$ cat src/rtl/fadd_share_arbiter.sv
// fadd_share_arbiter
// Shares one 4-stage pipelined floating-point adder between N_REQ requesters.
// Round-robin grant, one issue per cycle, each in-flight op is tagged with its
// owner ID so the result strobe goes back to the requester that issued it.
// Optional feature macro: FADD_ARB_PERF_EN adds a busy-cycle counter
// (perf_clr in, perf_busy out).

module fadd_share_arbiter #(
    parameter int N_REQ    = 4,
    parameter int PIPE_LAT = 4,
    parameter int ID_W     = $clog2(N_REQ)
) (
    input  logic                 clk,
    input  logic                 rst,
    input  logic [N_REQ-1:0]     req_valid,
    output logic [N_REQ-1:0]     req_ready,
    input  logic [32*N_REQ-1:0]  req_a,
    input  logic [32*N_REQ-1:0]  req_b,
    input  logic [N_REQ-1:0]     req_op,
    input  logic                 flush,
    output logic                 idle,
    output logic [31:0]          fa_a,
    output logic [31:0]          fa_b,
    output logic                 fa_op,
    input  logic [31:0]          fa_result,
    output logic [N_REQ-1:0]     resp_valid,
    output logic [31:0]          resp_data
`ifdef FADD_ARB_PERF_EN
    ,
    input  logic                 perf_clr,
    output logic [31:0]          perf_busy
`endif
);

    localparam int INF_W = $clog2(PIPE_LAT + 2);

    typedef enum logic [1:0] {
        S_IDLE,
        S_RUN,
        S_DRAIN
    } state_t;

    state_t           state;
    logic [ID_W-1:0]  rr_ptr;
    logic [ID_W-1:0]  grant_id;
    logic [ID_W-1:0]  next_ptr;
    logic             grant_found;
    logic             arb_en;
    logic             handshake;
    logic [31:0]      sel_a;
    logic [31:0]      sel_b;
    logic             sel_op;
    int               arb_idx;
    logic [PIPE_LAT:0] tag_valid;
    logic [ID_W-1:0]  tag_id [PIPE_LAT+1];
    logic [INF_W-1:0] inflight;
    logic             resp_fire;

    // Round-robin search starting at rr_ptr; the first valid requester found wins.
    always_comb begin
        grant_found = 1'b0;
        grant_id    = '0;
        sel_a       = '0;
        sel_b       = '0;
        sel_op      = 1'b0;
        arb_idx     = 0;
        for (int k = 0; k < N_REQ; k++) begin
            arb_idx = int'(rr_ptr) + k;
            if (arb_idx >= N_REQ) begin
                arb_idx = arb_idx - N_REQ;
            end
            if (!grant_found && req_valid[arb_idx]) begin
                grant_found = 1'b1;
                grant_id    = ID_W'(arb_idx);
                sel_a       = req_a[32*arb_idx +: 32];
                sel_b       = req_b[32*arb_idx +: 32];
                sel_op      = req_op[arb_idx];
            end
        end
    end

    // Grant is only offered outside DRAIN and never while flush or reset is high.
    always_comb begin
        arb_en    = !rst && !flush && (state != S_DRAIN);
        handshake = arb_en && grant_found;
        req_ready = '0;
        if (handshake) begin
            req_ready[grant_id] = 1'b1;
        end
        next_ptr  = (grant_id == ID_W'(N_REQ - 1)) ? '0 : grant_id + ID_W'(1);
        resp_fire = tag_valid[PIPE_LAT];
        idle      = (state == S_IDLE) && (inflight == '0);
    end

    // Pointer moves just past the requester that was served.
    always_ff @(posedge clk or posedge rst) begin
        if (rst) begin
            rr_ptr <= '0;
        end else if (handshake) begin
            rr_ptr <= next_ptr;
        end
    end

    // Operand registers feeding the adder; they hold between issues.
    always_ff @(posedge clk or posedge rst) begin
        if (rst) begin
            fa_a  <= '0;
            fa_b  <= '0;
            fa_op <= 1'b0;
        end else if (handshake) begin
            fa_a  <= sel_a;
            fa_b  <= sel_b;
            fa_op <= sel_op;
        end
    end

    // Tag pipe tracks which slot of the adder pipeline carries a real op and its owner.
    always_ff @(posedge clk or posedge rst) begin
        if (rst) begin
            tag_valid <= '0;
            for (int k = 0; k <= PIPE_LAT; k++) begin
                tag_id[k] <= '0;
            end
        end else begin
            tag_valid <= {tag_valid[PIPE_LAT-1:0], handshake};
            tag_id[0] <= grant_id;
            for (int k = 1; k <= PIPE_LAT; k++) begin
                tag_id[k] <= tag_id[k-1];
            end
        end
    end

    // Registered result strobe routed to the owner of the op leaving the tag pipe.
    always_ff @(posedge clk or posedge rst) begin
        if (rst) begin
            resp_valid <= '0;
            resp_data  <= '0;
        end else begin
            resp_valid <= '0;
            if (resp_fire) begin
                resp_valid[tag_id[PIPE_LAT]] <= 1'b1;
                resp_data                    <= fa_result;
            end
        end
    end

    // Count of ops issued but not yet returned.
    always_ff @(posedge clk or posedge rst) begin
        if (rst) begin
            inflight <= '0;
        end else begin
            case ({handshake, resp_fire})
                2'b10:   inflight <= inflight + INF_W'(1);
                2'b01:   inflight <= inflight - INF_W'(1);
                default: inflight <= inflight;
            endcase
        end
    end

    // Control FSM: IDLE until work arrives, RUN while serving, DRAIN while flushing.
    always_ff @(posedge clk or posedge rst) begin
        if (rst) begin
            state <= S_IDLE;
        end else begin
            case (state)
                S_IDLE: begin
                    if ((|req_valid) && !flush) begin
                        state <= S_RUN;
                    end
                end
                S_RUN: begin
                    if (flush) begin
                        state <= S_DRAIN;
                    end else if (!(|req_valid) && (inflight == '0)) begin
                        state <= S_IDLE;
                    end
                end
                S_DRAIN: begin
                    if ((inflight == '0) && !flush) begin
                        state <= S_IDLE;
                    end
                end
                default: state <= S_IDLE;
            endcase
        end
    end

`ifdef FADD_ARB_PERF_EN
    // Saturating count of cycles with at least one op in the adder.
    always_ff @(posedge clk or posedge rst) begin
        if (rst) begin
            perf_busy <= '0;
        end else if (perf_clr) begin
            perf_busy <= '0;
        end else if ((inflight != '0) && (perf_busy != 32'hFFFF_FFFF)) begin
            perf_busy <= perf_busy + 32'd1;
        end
    end
`endif

endmodule

$ cat config.mk
export PLATFORM = sky130hd
export DESIGN_NAME = fadd_share_arbiter
export DESIGN_NICKNAME = d
export VERILOG_FILES = /design/src/rtl/fadd_share_arbiter.sv
export SDC_FILE = /design/constraint.sdc
export NUM_CORES = 1
export LEC_CHECK = 0
export BUFFER_PORTS_ARGS = -buffer_cell sky130_fd_sc_hd__buf_4
export CAP_MARGIN = 20
export CORE_MARGIN = 5
export CORE_UTILIZATION = 49
export CTS_BUF_LIST = sky130_fd_sc_hd__clkbuf_4 sky130_fd_sc_hd__clkbuf_8
export CTS_CLUSTER_DIAMETER = 60
export DETAILED_ROUTE_END_ITERATION = 10
export PLACE_DENSITY_LB_ADDON = 0.08
export SYNTH_ARGS = -nofsm -noshare
export SYNTH_HDL_FRONTEND = slang
export SYNTH_SLANG_ARGS = --single-unit
export TNS_END_PERCENT = 50
$ cat constraint.sdc
create_clock -name clk -period 4.12 [get_ports clk]
set_clock_uncertainty 0.2 [all_clocks]
set_input_delay 0.412 -clock clk [delete_from_list [all_inputs] [get_ports clk]]
set_output_delay 0.412 -clock clk [all_outputs]
set_load 0.02 [all_outputs]
### Word-level counts from Yosys, hierarchy flattened

Cells that the tools add are included.

| storage, ports and cells | value |
|---|---|
| flip-flop bits (word level) | 123 |
| input port bits | 299 |

| operators by class | value |
|---|---|
| $add $sub $neg | 10 |
| magnitude comparators | 12 |
| eq/ne operators | 9 |
| shift operators | 8 |
| mux-type cells | 61 |
| reductions and logical operators | 23 |

Operators by type and width:

| cell | count |
|---|---|
| $shiftx 128x32->32 | 8 |
| $mux 32 | 12 |
| $lt 32x4->1 const B | 4 |
| $mux 1 | 26 |
| $mux 2 | 9 |
| $bmux 1 s2 | 8 |
| $logic_and 1x1->1 | 12 |
| $sub 3x3->4 const B | 3 |
| $ge 3x3->1 const B | 3 |
| $mux 4 | 2 |
| $add 2x2->3 const B | 2 |
| $eq 2x2->1 const B | 3 |
| $logic_not 1->1 | 6 |
| $lt 2x3->1 const B | 2 |
| $pmux 2 s3 | 1 |
| $pmux 3 s2 | 1 |
| $demux 1 s2 | 2 |
| $eq 2x1->1 const B | 2 |
| $ge 2x1->1 const B | 2 |
| $ne 2x2->1 const B | 2 |
| $reduce_or 4->1 | 1 |
| $sub 2x3->4 const B | 1 |
| $add 2x1->3 const B | 1 |
| $add 3x1->3 const B | 1 |
| other kinds (9) | 9 |

### Depth between registers and ports, before layout

| logic depth | value |
|---|---|
| word-level depth | 20 |
| gate-level depth with buffers | 17 |
| gate-level depth less buffers | 12 |

### Worst setup path before layout

Ideal clock, no wire load.

| timing | value |
|---|---|
| kind | flip-flop to flip-flop |
| start | register rr_ptr[1] |
| end | register inflight[2] |
| library setup time | 79 ps |
| data arrival time | 3603 ps |
| path slack | 238 ps |
| cell stages (with the launch flop) | 18 |
| period minus slack after synthesis | 3882 ps |
| cells stage by stage | dfrtp_1 buf_2 inv_1 clkbuf_1 ha_1 buf_2 mux4_2 nor4_1 a2111oi_2 buf_2 buf_2 inv_1 ha_1 inv_1 fa_1 xor2_1 nor2_1 xor2_1 |

| between the ends | value |
|---|---|
| cells in the longest elaborated chain, start to end | 18 |
| elaborated cells between the ends (all ways) | 42 |
| classes of those cells | 7 x add/sub; 4 x order compare; 2 x eq/ne; 21 x mux; 8 x reduce/logical |

Ends and longest elaborated chain:

| element | RTL line | source |
|---|---|---|
| start, declared | 44 | `logic [ID_W-1:0] rr_ptr;` |
| start signal, assigned | 100 | `rr_ptr <= next_ptr;` |
| parallel branches: the longest is 14 deep, another holds $sub 3x3->4 | - |  |
| $mux 1 (*) | 72 | `if (!grant_found && req_valid[arb_idx]) begin` |
| $logic_and 1x1->1 (*) | 85 | `handshake = arb_en && grant_found;` |
| net handshake | 49 | `logic handshake;` |
| $eq 2x1->1 or $eq 2x2->1 (tied branches) | 152 | `case ({handshake, resp_fire})` |
| $pmux 3 s2 or $reduce_bool 2->1 (tied branches) | - |  |
| end signal, assigned | 153 | `2'b10: inflight <= inflight + INF_W'(1);` |
| end signal, assigned | 154 | `2'b01: inflight <= inflight - INF_W'(1);` |
| end signal, assigned | 155 | `default: inflight <= inflight;` |
| end, declared | 56 | `logic [INF_W-1:0] inflight;` |

Mark *: on every way through the listed nets, which the timed path passes. The select of a mux whose other input is x is not followed.
A chain may end at the register's enable or synchronous reset.

### Final worst setup path

| timing | value |
|---|---|
| start | register rr_ptr[0] |
| end | output req_ready[1] |

| between the ends | value |
|---|---|
| cells in the longest elaborated chain, start to end | 20 |
| elaborated cells between the ends (all ways) | 48 |
| classes of those cells | 7 x add/sub; 6 x order compare; 27 x mux; 8 x reduce/logical |

Ends and longest elaborated chain:

| element | RTL line | source |
|---|---|---|
| parallel branches: the longest is 19 deep, another holds $sub 3x3->4 | - |  |
| $mux 4 (*) | 87 | `if (handshake) begin` |
| end, declared | 16 | `output logic [N_REQ-1:0] req_ready,` |

Every way passes the cells marked *. The select of a mux whose other input is x is not followed.

==> out/qor.yml <==
sta:
  fin_setup_tns_ns: 0
  hold_violations: 0
  max_slew_margin_pct: 23.31
  fmax_mhz: 253.6
  finalSetupViolations: 0
  rsz0062_at_grt: "false"
  worst_pin_slew_ns: 1.150
  period_share_pct: 95.71
  slew_viol_final: 0
  min_period_ns: 3.943
drt:
  routed_wl_mm: 46.74
  wire_per_inst_um: 24.32
  wl_met1_mm: 18.11
  num_vias: 12821
  drc: 0
  first_iter_violations: 1232
  routed-wl-met2_mm: 22.72
  first_pass_iters: 5
  met3_length_mm: 4.382
  via_per_inst: 6.671
  highest_layer: "met4"
  ant_nets: 0
place:
  hpwl_mm: 30.54
  numPortBuffers: 404
  globalplace.congestion: 0.8406
clock_network:
  cts.sinks: 123
  h-tree-depth: 4
  clkLatencyLatePin_ns: 0.46
  root_buffer: "clkbuf_8"
  cts_buffer_depth: 2
  clk_pin_slew_ns: 0.10
  cts_tree: "yes"
  cts_made_buffers: 17
die:
  core_area_sq_mm: 0.02703
  dieArea_sq_mm: 0.03100
  die_y_um: 176.1
  row_count: 60
  ios: 405
  start_util_pct: 50.01
  die_w_um: 176.1
critical_path:
  crit_path_max_fanout: 98
  cp-end-kind: "primary output"
  required_ns: 3.51
  crit_arrival_ns: 3.33
  setup.worst_path.start_class: "flop"
  crit_type: "flop to primary output"
global_route:
  overflow: 0
  track_usage_pct: 29.34
  first_global_vias: 12872
  grt_pass1_wl_mm: 72.22
  antenna_found_initial: 0
  grt_max_degree: 176
yosys:
  synth-main-ff-cell: "dfrtp_1"
  synth-async-reset-ratio_pct: 100.0
  avgSynthCellArea_sq_um: 11.01
  synth.cell_area_sq_mm: 0.01352
  ys_warn_count: 0
  ys_types: 45
  netlist_instances: 1228
  yosysSeqAreaShare_pct: 22.77
  synth_edf_count: 0
  synth_seq_cells: 123
  syn_nets: 1538
worst_hold_path:
  hp-class: "flop to flop"
finish:
  final_common_cell: "buf_4"
  final_cell_mix: "buf_4 (430), mux4_2 (200), mux2i_1 (132)"
  final_nets: 1877
  drive_gt1_share_pct: 46.58
  final_util_pct: 64.48
  area_growth_pct: 28.93
pwr:
  peakVddDrop_mv: 0.7865
  powerDensity_mw_per_mm2: 839.1
  leakage_nw: 7.338
job:
  max_cap_violations: 0
status:
  status: "completed"
## synthesized netlist by cell type, types with 3 or more instances
| cell | instances | share of area, % |
|---|---|---|
| nand2_1 | 115 | 3.2 |
| mux2_2 | 35 | 2.9 |
| o221ai_1 | 64 | 4.1 |
| a21oi_1 | 3 | 0.11 |
| o21ai_0 | 3 | 0.11 |
| inv_1 | 76 | 2.1 |
| a31oi_1 | 130 | 6.0 |
| mux2i_1 | 132 | 9.8 |
| buf_1 | 23 | 0.64 |
| mux4_2 | 200 | 33 |
| dfrtp_1 | 123 | 23 |
| ha_1 | 10 | 0.93 |
| nor2_1 | 68 | 1.9 |
| clkbuf_1 | 84 | 2.3 |
| and2_1 | 4 | 0.19 |
| a221o_1 | 64 | 4.7 |
| buf_6 | 7 | 0.58 |
| buf_2 | 33 | 1.2 |
| nand2_2 | 20 | 0.93 |
## final timing paths
check	start	endpoint	slack (ns)	cells after the start
worst max-delay path	rr_ptr[0]	req_ready[1]	0.18	8
worst min-delay path	tag_id[3]	tag_id[1]	0.15	0
worst max register to register	rr_ptr[0]	inflight[2]	0.58	12
worst min register to register	tag_id[3]	tag_id[1]	0.15	0
max in group asynchronous	rst	fa_a[8]	2.40	4
min in group asynchronous	rst	resp_data[1]	0.39	3
## repair_timing
action | in CTS | in global routing
setup endpoints to repair | 0 | 4
hold endpoints to repair | 87 | 0
setup buffers | 0 | 0
hold buffers | 34 | 0
resized for setup | 0 | 3
## routing by layer
metal | global-route usage, % | vias up
met5 | 0 | -
met4 | 11.05 | 0
met3 | 6.424 | 85
met2 | 48.31 | 683
met1 | 38.29 | 6416
li1 | - | 5637
## cell families (layout without fill, tap and decap cells)
family	after synthesis	after routing	synth area share, %
muxes	367	367	46.02
AOI/OAI and AO/OA	277	277	16.04
buffers and inverters	225	577	6.999
and+or+nand+nor	221	221	6.832
DFF	123	123	22.77
adders and majority gates	11	11	1.074
xor gates and xnor gates	4	4	0.2593
other	0	1	0
## critical path, cell delays in order (launching register included)
cell and delay [ns]:
dfrtp_4 0.51, inv_1 0.14, ha_4 0.32, mux4_2 0.49, nor4_1 0.59, a2111oi_4 0.14, buf_12 0.27, and2_1 0.23
buf_4 0.16
## sequential cells by signal, summed over array words and instances (netlist names), 3 cells and up
name,flops
tag_id,10
resp_data,32
fa_a,32
inflight,3
tag_valid,5
resp_valid,4
fa_b,32
## metrics by stage
stage / setup WS [ns] / hold WS [ns] / power [mW] / cell area [sq um] / cells
after global routing: 0.02116 / 0.1601 / 15.62 / 17420 / 1921
after global placement: 0.5655 / 0.1385 / 13.25 / 16670 / 1855
after floorplan: 0.2371 / 0.1312 / 10.56 / 13520 / 1228
final: 0.1768 / 0.1531 / 14.62 / 17430 / 1922
after detailed placement: 0.4945 / 0.1378 / 13.41 / 16670 / 1855
after CTS: 0.007741 / 0.1559 / 14.63 / 17420 / 1921
## final cells by class
| cell class | count | area, sq um |
|---|---|---|
| fillers | 2230 | 9600 |
| inverters | 76 | 290.3 |
| well taps | 341 | 426.7 |
| repair buffers | 469 | 3664 |
| clock buffers | 17 | 234.0 |
| multi-input cells | 880 | 9553 |
| flip-flops and latches | 123 | 3085 |
| clock inverters | 15 | 170.2 |
| diodes | 1 | 2.502 |
## report_power, final
group          internal [mW]  switching [mW]  total [mW]
clock                  0.513           0.660        1.17
sequential              1.79           0.402        2.20
combinational           5.39            5.86        11.3
total                   7.70            6.92        14.6
Note: power is estimated with default switching activity, not from simulation.
